===== config.mk =====
export PLATFORM = sky130hd
export DESIGN_NAME = smol_rf_mp
export DESIGN_NICKNAME = d
export VERILOG_FILES = /design/src/rtl/smol_rf_mp.sv
export SDC_FILE = /design/constraint.sdc
export NUM_CORES = 1
export LEC_CHECK = 0
export CELL_PAD_IN_SITES_DETAIL_PLACEMENT = 1
export CELL_PAD_IN_SITES_GLOBAL_PLACEMENT = 1
export CORE_MARGIN = 2
export CORE_UTILIZATION = 30
export DETAILED_ROUTE_END_ITERATION = 8
export PLACE_DENSITY_LB_ADDON = 0.1
export SYNTH_ARGS = -nofsm -noshare
export SYNTH_HDL_FRONTEND = slang
export SYNTH_SLANG_ARGS = --single-unit
export TNS_END_PERCENT = 100

===== constraint.sdc =====
create_clock -name clk -period 10.4 [get_ports clk]
set_clock_uncertainty 0.1 [all_clocks]
set_input_delay 1.04 -clock clk [delete_from_list [all_inputs] [get_ports clk]]
set_output_delay 1.04 -clock clk [all_outputs]
set_load 0.03 [all_outputs]

===== src/rtl/smol_rf_mp.sv =====
// Parametrised multi-read-port register file with synchronous bypassed reads and a clear sweep.
// Optional pending-write scoreboard enabled by defining SMOL_RF_SCOREBOARD_EN.
module smol_rf_mp #(
    parameter int unsigned XLEN     = 32,
    parameter int unsigned DEPTH    = 32,
    parameter int unsigned NUM_RD   = 2,
    parameter int unsigned ZERO_REG = 1,
    localparam int unsigned AW      = $clog2(DEPTH)
) (
    input  logic                   clk,
    input  logic                   rst_n,
    input  logic                   clr,
    input  logic                   we,
    input  logic [AW-1:0]          waddr,
    input  logic [XLEN-1:0]        wdata,
    input  logic [NUM_RD-1:0]      re,
    input  logic [NUM_RD*AW-1:0]   raddr,
    output logic [NUM_RD*XLEN-1:0] rdata,
    output logic [NUM_RD-1:0]      rvalid,
`ifdef SMOL_RF_SCOREBOARD_EN
    input  logic                   claim,
    input  logic [AW-1:0]          claim_addr,
    output logic [NUM_RD-1:0]      rbusy,
`endif
    output logic                   init_busy
);

    typedef enum logic {
        ST_INIT,
        ST_READY
    } state_e;

    state_e                  state_q, state_d;
    logic [AW-1:0]           cnt_q, cnt_d;
    logic [XLEN-1:0]         mem_q [DEPTH];
    logic                    mem_we;
    logic [AW-1:0]           mem_waddr;
    logic [XLEN-1:0]         mem_wdata;
    logic                    wr_ok;
    logic [NUM_RD*XLEN-1:0]  rdata_q, rdata_d;
    logic [NUM_RD-1:0]       rvalid_q, rvalid_d;

`ifdef SMOL_RF_SCOREBOARD_EN
    logic [DEPTH-1:0]        pend_q, pend_d, pend_nxt;
    logic [NUM_RD-1:0]       rbusy_q, rbusy_d;
`endif

    always_comb begin : fsm_and_write
        state_d   = state_q;
        cnt_d     = cnt_q;
        mem_we    = 1'b0;
        mem_waddr = waddr;
        mem_wdata = wdata;
        wr_ok     = (state_q == ST_READY) && we && !((ZERO_REG != 0) && (waddr == '0));
        case (state_q)
            ST_INIT: begin
                // The sweep owns the write port; external writes are dropped.
                mem_we    = 1'b1;
                mem_waddr = cnt_q;
                mem_wdata = '0;
                cnt_d     = cnt_q + AW'(1);
                if (cnt_q == AW'(DEPTH - 1)) begin
                    state_d = ST_READY;
                end
            end
            ST_READY: begin
                mem_we = wr_ok;
                if (clr) begin
                    state_d = ST_INIT;
                    cnt_d   = '0;
                end
            end
            default: begin
                state_d = ST_INIT;
                cnt_d   = '0;
            end
        endcase
    end

    always_comb begin : read_path
        logic [AW-1:0] ra;
        ra       = '0;
        rdata_d  = rdata_q;
        rvalid_d = '0;
`ifdef SMOL_RF_SCOREBOARD_EN
        rbusy_d  = rbusy_q;
        pend_nxt = pend_q;
        if (wr_ok) begin
            pend_nxt[waddr] = 1'b0;
        end
        // Claim after the write so a same-cycle claim marks a new producer.
        if ((state_q == ST_READY) && claim) begin
            pend_nxt[claim_addr] = 1'b1;
        end
        if (ZERO_REG != 0) begin
            pend_nxt[0] = 1'b0;
        end
        pend_d = ((state_q == ST_INIT) || clr) ? '0 : pend_nxt;
`endif
        for (int unsigned i = 0; i < NUM_RD; i++) begin
            ra = raddr[i*AW +: AW];
            if ((state_q == ST_READY) && re[i]) begin
                rvalid_d[i] = 1'b1;
                if ((ZERO_REG != 0) && (ra == '0)) begin
                    rdata_d[i*XLEN +: XLEN] = '0;
                end else if (wr_ok && (waddr == ra)) begin
                    rdata_d[i*XLEN +: XLEN] = wdata;
                end else begin
                    rdata_d[i*XLEN +: XLEN] = mem_q[ra];
                end
`ifdef SMOL_RF_SCOREBOARD_EN
                rbusy_d[i] = pend_nxt[ra];
`endif
            end
        end
    end

    always_ff @(posedge clk or negedge rst_n) begin
        if (!rst_n) begin
            state_q  <= ST_INIT;
            cnt_q    <= '0;
            rdata_q  <= '0;
            rvalid_q <= '0;
        end else begin
            state_q  <= state_d;
            cnt_q    <= cnt_d;
            rdata_q  <= rdata_d;
            rvalid_q <= rvalid_d;
        end
    end

    // The array has no reset; the sweep is what clears it.
    always_ff @(posedge clk) begin
        if (mem_we) begin
            mem_q[mem_waddr] <= mem_wdata;
        end
    end

`ifdef SMOL_RF_SCOREBOARD_EN
    always_ff @(posedge clk or negedge rst_n) begin
        if (!rst_n) begin
            pend_q  <= '0;
            rbusy_q <= '0;
        end else begin
            pend_q  <= pend_d;
            rbusy_q <= rbusy_d;
        end
    end

    assign rbusy = rbusy_q;
`endif

    assign rdata     = rdata_q;
    assign rvalid    = rvalid_q;
    assign init_busy = (state_q == ST_INIT);

endmodule


==> impl_table.tex, run 1 <==
\begin{tabular}{lr}
\hline
Metric & Value \\
\hline
\multicolumn{2}{l}{\textbf{Run status}} \\
\quad Status & finished, final reports clean \\
\multicolumn{2}{l}{\textbf{Logic synthesis}} \\
\quad Most numerous cell types in the synthesized netlist & sky130\_fd\_sc\_hd\_\_edfxtp\_1, sky130\_fd\_sc\_hd\_\_mux4\_2, sky130\_fd\_sc\_hd\_\_mux2i\_1 \\
\quad Biggest area contributors in the synthesized netlist & sky130\_fd\_sc\_hd\_\_edfxtp\_1, sky130\_fd\_sc\_hd\_\_mux4\_2, sky130\_fd\_sc\_hd\_\_dfrtp\_1 \\
\quad Share of async-settable or async-resettable flops after synthesis & 6.569\% \\
\quad Post-synthesis average cell area & around 19 sq um \\
\quad EDFF count, synth & 1024 \\
\quad Area leader, netlist & sky130\_fd\_sc\_hd\_\_edfxtp\_1 \\
\quad Most frequent cell after synthesis & sky130\_fd\_sc\_hd\_\_edfxtp\_1 \\
\quad Synth cell types & 43 \\
\quad Total standard cell area after synthesis & 50010 sq um \\
\quad Sequential cell area fraction in the yosys report & 65.09\% \\
\quad Flops \& latches, synth & 1096 \\
\quad Most frequently used flop master after synthesis & sky130\_fd\_sc\_hd\_\_edfxtp\_1 \\
\quad Net count after synthesis & around 2.6k \\
\quad Cell count after synthesis & between 2k and 3k \\
\quad Post-synth top area share & around three fifths \\
\quad Number of synthesis warnings & 0 \\
\multicolumn{2}{l}{\textbf{Routing}} \\
\quad Violation count after the first detailed-routing iteration & 2619 \\
\quad Post-DR wirelength/cell & 39.66 um \\
\quad Count of vias placed by the detailed router & roughly 30k \\
\quad DR DRC count & 0 \\
\quad Number of vias per cell after detailed routing & 5.914 \\
\quad ANT nets after route & 0 \\
\quad WL final & 198.4 mm \\
\quad DRT Pass-1 Iters & 7 \\
\multicolumn{2}{l}{\textbf{Worst setup path}} \\
\quad Cells on worst reg2reg path & 8 \\
\quad Reg-to-reg startpoint & state\_q \\
\quad Element type at the critical path start & register \\
\quad Critical path data arrival time & 4.90 ns \\
\quad Setup CP Type & register to register \\
\quad Reg2reg setup slack & 6.11 ns \\
\quad Nature of the critical path endpoint & register \\
\quad Destination of the worst register-to-register timing path & rdata[35] \\
\quad Largest fanout of any net on the critical path & 34 \\
\quad Critical Path RT & 11.02 ns \\
\multicolumn{2}{l}{\textbf{CTS}} \\
\quad Post-CTS Resized & 0 \\
\quad Count of buffers added by post-CTS timing repair for setup & 0 \\
\quad Htree depth & 4 \\
\quad Clk pin slew, worst setup/hold paths & roughly 0.060 ns \\
\quad Clk Latency, worst-skew pair & about 0.8 ns \\
\quad Buffer type at the clock tree root & sky130\_fd\_sc\_hd\_\_clkbuf\_16 \\
\quad TritonCTS clock tree & built \\
\quad TritonCTS sink count & between 1k and 1.5k \\
\quad CTS Hold Buffers Added & 0 \\
\quad Deepest clock path buffer count & 3 \\
\quad Number of buffers inserted during clock tree synthesis & 134 \\
\multicolumn{2}{l}{\textbf{Finish}} \\
\quad Number of nets in the final layout & 2761 \\
\quad Final core area utilization & between 30\% and 40\% \\
\quad Post-route cell area & 58400 sq um \\
\quad Post-synthesis to final-layout area growth & 16.78\% \\
\quad Share of cells above drive strength 1 & 28.90\% \\
\multicolumn{2}{l}{\textbf{Die}} \\
\quad Die height & 412.3 um \\
\quad Number of standard-cell rows in the floorplan & 149 \\
\quad Effective utilization at floorplan & 30.28\% \\
\quad Number of top-level design ports & 120 \\
\quad Core Area & 165200 sq um \\
\quad Die Footprint & $\sim$170000 sq um \\
\quad Die X-Extent & 412.3 um \\
\multicolumn{2}{l}{\textbf{Timing}} \\
\quad Slew at the pin closest to its max-slew limit & around 1.2 ns \\
\quad Hold violation count in the final report & 0 \\
\quad Highest achievable clock rate & 233.4 MHz \\
\quad Ratio of final minimum period to clock period & 41.20\% \\
\quad Worst-case setup margin in the final layout & slightly above 6 ns \\
\quad Slew HR & 17.30\% \\
\quad Tmin final & about 4.3 ns \\
\quad Fin. max-slew vios & 0 \\
\quad Hold Worst Slack & 0.2502 ns \\
\quad Total Neg Setup Slack & 0 ns \\
\quad Total of endpoints with negative setup slack in the final report & 0 \\
\quad Unrepaired setup endpoints after global routing & false \\
\multicolumn{2}{l}{\textbf{Power}} \\
\quad Sequential share of power & 44.7\% \\
\quad Power Dens Cells & $\sim$230 nW/um\^{}2 \\
\quad Sw Ratio & between 30 and 40\% \\
\quad Power share of the clock group & 34.4\% \\
\quad Total net switching power & 4146 uW \\
\quad Internal power & 9342 uW \\
\quad Worst IR drop on VDD & 0.1777 mV \\
\quad Proportion of power drawn by combinational gates & 20.9\% \\
\quad Static leakage & $\sim$0.019 uW \\
\multicolumn{2}{l}{\textbf{Worst hold path}} \\
\quad Hold Path Class & input port to asynchronous set/reset pin \\
\multicolumn{2}{l}{\textbf{Global routing}} \\
\quad Global-route wire length before repair & 273.8 mm \\
\quad Pin count of the biggest net entering global routing & 97 \\
\quad Number of global-route vias before repair & 31.85k \\
\quad Initial antenna violation count & 3 \\
\quad Global-route usage over all layers & 23.47\% \\
\quad Final global-route overflow total & 0 \\
\multicolumn{2}{l}{\textbf{Placement}} \\
\quad Placement-stage worst setup slack & 5.332 ns \\
\quad DP HPWL & 105.4 mm \\
\quad Number of I/O port buffers & 119 \\
\quad Weighted congestion reported at the end of routability-driven placement & 0.7706 \\
\quad Area post-placement & 54090 sq um \\
\multicolumn{2}{l}{\textbf{Job}} \\
\quad \# Max-Cap Violations & 0 \\
\hline
\end{tabular}
## worst max path at each step
stage	start	end	slack (ns)	depth (start not counted)
floorplan	waddr[1]	mem_q[3][0]	6.84	5
global placement	raddr[0]	rdata[27]	5.31	7
detailed placement	raddr[0]	rdata[27]	5.33	7
CTS	state_q	rdata[44]	6.14	8
global route	raddr[0]	rdata[27]	5.96	7
finish	state_q	rdata[35]	6.11	8
## power by group through the flow
stage	sequential [uW]	combinational (uW)	clock, uW
final	6020	2830	4640
after global routing	6080	2950	4890
after CTS	6030	2870	4740
after detailed placement	6110	2860	0
after global placement	6070	2840	0
after floorplan	6140	1270	0
## metrics by stage
stage               std cells  power (uW)
floorplan                2579        7409
global placement         4759        8916
detailed placement       4759        8972
CTS                      5002       13640
global route             5002       13920
finish                   5003       13490
## logic make-up after synthesis
group / share of synthesized area [%]
adders and majority gates: 0.05003
and+or+nand+nor: 1.791
buffers and inverters: 2.089
AOI/OAI and AO/OA: 6.523
DFF: 65.09
muxes: 24.26
xor gates and xnor gates: 0.1926
## critical path, stage by stage (launching register included)
cell and delay, ns:
sky130_fd_sc_hd__dfrtp_2 0.71, sky130_fd_sc_hd__buf_4 0.59, sky130_fd_sc_hd__nand2_2 0.07, sky130_fd_sc_hd__buf_4 0.35
sky130_fd_sc_hd__a21oi_1 0.40, sky130_fd_sc_hd__nor4b_4 0.79, sky130_fd_sc_hd__buf_4 0.70, sky130_fd_sc_hd__a22o_1 0.23
sky130_fd_sc_hd__or3_1 0.12
## layout by cell type (no fill, tap or decap), types with 3 or more instances in the layout
cell type                         count
sky130_fd_sc_hd__edfxtp_1          1024
sky130_fd_sc_hd__mux4_2             480
sky130_fd_sc_hd__clkbuf_16          141
sky130_fd_sc_hd__mux2i_1            131
sky130_fd_sc_hd__a22oi_1            128
sky130_fd_sc_hd__clkdlybuf4s50_1    110
sky130_fd_sc_hd__a22o_1              96
sky130_fd_sc_hd__buf_4               80
sky130_fd_sc_hd__dfrtp_1             71
sky130_fd_sc_hd__a21oi_1             65
sky130_fd_sc_hd__a221oi_1            64
sky130_fd_sc_hd__clkbuf_1            39
sky130_fd_sc_hd__nor2_1              38
sky130_fd_sc_hd__inv_1               36
sky130_fd_sc_hd__nor2_4              35
sky130_fd_sc_hd__or3_1               34
sky130_fd_sc_hd__o21ai_0             34
sky130_fd_sc_hd__and2_1              32
sky130_fd_sc_hd__o221ai_1            32
sky130_fd_sc_hd__clkinv_1            20
sky130_fd_sc_hd__clkbuf_8            16
sky130_fd_sc_hd__clkinv_2            14
sky130_fd_sc_hd__nand2_1             13
sky130_fd_sc_hd__xnor2_1             10
sky130_fd_sc_hd__bufinv_16            6
sky130_fd_sc_hd__nand3_1              5
sky130_fd_sc_hd__nor2b_4              4
sky130_fd_sc_hd__inv_6                4
sky130_fd_sc_hd__clkinv_8             4
sky130_fd_sc_hd__a31oi_2              3
sky130_fd_sc_hd__buf_8                3
sky130_fd_sc_hd__buf_12               3
## sequential cells by signal (all words and copies together) (netlist names)
name / count
cnt_q: 5
mem_q: 1024
rdata: 64
rvalid: 2
state_q: 1
## final cells by class
type	instances	area (sq um)
Clock inverter	48	429.2
Tap cell	2189	2739
Fill cell	16219	106800
Sequential cell	1096	32550
Antenna cell	1	2.502
Inverter	38	142.6
Clock buffer	195	3881
Multi-Input combinational cell	1236	16810
Timing Repair Buffer	200	1842
## routing by layer
layer	GRT usage, %	up-vias	part of all wire, %
met1	31.06	16801	42
met5	0	-	0
met4	7.268	0	3.0
met3	3.464	301	5.0
li1	-	11458	-
met2	39.77	1030	50
No activity file was read; power rests on OpenSTA's default activity.
==> run 2, diff against run 1 <==
- clock period: 10.4 -> 3.43 ns (I/O delays scaled with it)
==> run 2 against run 1 <==
  * Wire length decreased by 7.3%
  * Combinational power increased to 3.1 times the previous value
  * Utilization rose by 1.4 points
  * Die area did not move
  * Total power rose to 3.0 times the previous value
  * Maximum frequency grew 37%
  * Register-to-register slack worse by 5.8 ns
  * Worst hold slack got worse by 0.11 ns
  * Via count is 1.6% lower
  * Critical endpoint is now rdata[60]
==> impl_table.tex, run 2 (same netlist as run 1, synthesis figures left out) <==
\begin{tabular}{lr}
\hline
Metric & Value \\
\hline
\multicolumn{2}{l}{\textbf{Run status}} \\
\quad Status & finished, final reports clean \\
\multicolumn{2}{l}{\textbf{Routing}} \\
\quad Number of vias per cell after detailed routing & 5.639 (-4.6\%) \\
\quad DR DRC count & 0 (unchanged) \\
\quad Violation count after the first detailed-routing iteration & 2373 (-9.4\%) \\
\quad WL final & 183.9 mm (-7.3\%) \\
\quad DRT Pass-1 Iters & 6 (-1) \\
\quad Post-DR wirelength/cell & 35.61 um (-10\%) \\
\quad Count of vias placed by the detailed router & 29.13k (-1.6\%) \\
\quad ANT nets after route & 0 (unchanged) \\
\multicolumn{2}{l}{\textbf{Global routing}} \\
\quad Number of global-route vias before repair & 32.38k (+1.7\%) \\
\quad Pin count of the biggest net entering global routing & 61 (-37\%) \\
\quad Initial antenna violation count & 8 (+5) \\
\quad Global-route wire length before repair & 258.9 mm (-5.5\%) \\
\quad Global-route usage over all layers & 21.83\% (-1.6 points) \\
\quad Final global-route overflow total & 0 (unchanged) \\
\multicolumn{2}{l}{\textbf{Worst hold path}} \\
\quad Hold Path Class & input port to asynchronous set/reset pin \\
\multicolumn{2}{l}{\textbf{Worst setup path}} \\
\quad Worst path slowest cell & sky130\_fd\_sc\_hd\_\_dfrtp\_2 \\
\quad Largest fanout of any net on the critical path & 21 (-38\%) \\
\quad Cells along the critical path & buf\_4 -> nand2\_2 -> a21oi\_1 -> o311ai\_4 -> buf\_4 -> a21oi\_1 -> or3\_1 \\
\quad Setup CP Type & register to register \\
\quad Critical path data arrival time & 3.74 ns (-1.16 ns) \\
\quad Nature of the critical path endpoint & register \\
\quad Delay of the slowest cell on the worst path & 0.65 ns (-0.14 ns) \\
\quad Critical Path RT & 4.04 ns (-6.98 ns) \\
\quad Element type at the critical path start & register \\
\multicolumn{2}{l}{\textbf{CTS}} \\
\quad TritonCTS clock tree & built \\
\quad Htree depth & 4 (unchanged) \\
\quad Number of buffers inserted during clock tree synthesis & 133 (-0.75\%) \\
\quad TritonCTS sink count & 1096 (unchanged) \\
\quad Count of buffers added by post-CTS timing repair for setup & 0 (unchanged) \\
\quad Post-CTS Resized & 0 (unchanged) \\
\quad CTS Hold Buffers Added & 1 (+1) \\
\quad Clk Latency, worst-skew pair & 0.77 ns (-0.02 ns) \\
\quad Clk pin slew, worst setup/hold paths & 0.06 ns (about the same) \\
\quad Buffer type at the clock tree root & sky130\_fd\_sc\_hd\_\_clkbuf\_16 \\
\quad Deepest clock path buffer count & 3 (unchanged) \\
\multicolumn{2}{l}{\textbf{Timing}} \\
\quad Fin. max-slew vios & 0 (unchanged) \\
\quad Slew at the pin closest to its max-slew limit & 1.129 ns (-0.1114 ns) \\
\quad Ratio of final minimum period to clock period & 91.19\% (+50 points) \\
\quad Total Neg Setup Slack & 0 ns (unchanged) \\
\quad Worst-case setup margin in the final layout & 0.3023 ns (-5.813 ns) \\
\quad Tmin final & 3.128 ns (-1.157 ns) \\
\quad Hold violation count in the final report & 0 (unchanged) \\
\quad Slew HR & 24.73\% (+7.4 points) \\
\quad Unrepaired setup endpoints after global routing & false \\
\quad Highest achievable clock rate & 319.7 MHz (+37\%) \\
\quad Total of endpoints with negative setup slack in the final report & 0 (unchanged) \\
\multicolumn{2}{l}{\textbf{Finish}} \\
\quad Final core area utilization & 36.72\% (+1.4 points) \\
\quad Final Instance Count excl. Fillers & 5165 (+3.2\%) \\
\quad Combined area of the multi-input logic cells & 16810 sq um (about the same) \\
\quad Most common cell after layout, fill and taps aside & sky130\_fd\_sc\_hd\_\_edfxtp\_1 \\
\quad Share of cells above drive strength 1 & 33.21\% (+4.3 points) \\
\quad Post-route cell area & 60650 sq um (+3.9\%) \\
\quad Post-synthesis to final-layout area growth & 21.28\% \\
\quad Number of nets in the final layout & 2933 (+6.2\%) \\
\quad Number of inserted filler cells in the final layout & 16.09k (-0.81\%) \\
\quad Register with the most flip-flops & mem\_q \\
\quad Highest-count cells in the layout ignoring fill and taps & sky130\_fd\_sc\_hd\_\_edfxtp\_1, sky130\_fd\_sc\_hd\_\_mux4\_2, sky130\_fd\_sc\_hd\_\_buf\_4 \\
\quad Number of flip-flops under the largest register name & 1024 (unchanged) \\
\quad FF/Latch Area & 32550 sq um (unchanged) \\
\multicolumn{2}{l}{\textbf{Die}} \\
\quad Die X-Extent & 412.3 um (unchanged) \\
\quad Effective utilization at floorplan & 30.28\% (unchanged) \\
\quad Core Area & 165200 sq um (unchanged) \\
\quad Number of standard-cell rows in the floorplan & 149 (unchanged) \\
\quad Die Footprint & 170000 sq um (unchanged) \\
\quad Number of top-level design ports & 120 (unchanged) \\
\quad Die height & 412.3 um (unchanged) \\
\multicolumn{2}{l}{\textbf{Power}} \\
\quad Static leakage & 0.02000 uW (+6.0\%) \\
\quad Power Dens Cells & 678.1 nW/um\^{}2 (+190\%) \\
\quad Worst IR drop on VDD & 0.4844 mV (+170\%) \\
\multicolumn{2}{l}{\textbf{Placement}} \\
\quad DP HPWL & 115.5 mm (+9.6\%) \\
\quad Placement-stage worst setup slack & 0.01151 ns (-5.321 ns) \\
\quad Area post-placement & 56330 sq um (+4.1\%) \\
\quad Weighted congestion reported at the end of routability-driven placement & 0.7929 (+2.9\%) \\
\quad Post-placement cell count & 4931 (+3.6\%) \\
\quad Number of I/O port buffers & 119 (unchanged) \\
\multicolumn{2}{l}{\textbf{Job}} \\
\quad \# Max-Cap Violations & 0 (unchanged) \\
\hline
\end{tabular}
[run 2: routing by layer]
| metal | track usage [%] | share of wire, % |
|---|---|---|
| met1 | 28.57 | 42 |
| met2 | 37.32 | 51 |
| met3 | 3.319 | 5.1 |
| met4 | 6.720 | 2.9 |
| met5 | 0 | 0 |
[run 2: area by class of cell]
| cell class | instances | area share [%] |
|---|---|---|
| diodes | 4 | 0.01650 |
| clock buffers | 173 | 6.133 |
| clock inverters | 56 | 0.9614 |
| inverters | 38 | 0.2352 |
| multi-input cells | 1236 | 27.71 |
| flip-flops and latches | 1096 | 53.67 |
| well taps | 2189 | 4.516 |
| repair buffers | 373 | 6.750 |
[run 2: where the power goes]
part / internal [uW] / total (uW) / switching, uW
combinational: 3470 / 8850 / 5380
sequential: 17000 / 18200 / 1120
clock: 8390 / 14100 / 5730
total: 28900 / 41100 / 12200
[run 2: worst paths after layout]
path                            startpoint        end  slack, ns  cells past startpoint
worst min register to register   rdata[17]  rdata[17]       0.43                      2
worst max register to register     state_q  rdata[60]       0.30                      7
worst max-delay path               state_q  rdata[60]       0.30                      7
max in group asynchronous            rst_n  rdata[50]       2.10                      3
worst min-delay path                 rst_n   cnt_q[0]       0.14                      2
min in group clk                 wdata[19]  rdata[19]       0.20                      3
[run 2: worst max-delay path, delay by kind of cell (launching register included)]
kind | cells | cell delay, ns
AO/OA/AOI/OAI | 3 | 1.11
buffers and inverters | 2 | 0.68
flip-flops | 1 | 0.65
AND/OR/NAND/NOR | 2 | 0.48
[run 2: stage by stage]
stage	hold WS [ns]	total power (uW)
final	0.1354	41130
after global routing	0.1797	42630
after CTS	0.1370	41690
after detailed placement	0.4159	27410
after global placement	0.4092	27190
after floorplan	-0.05259	22460
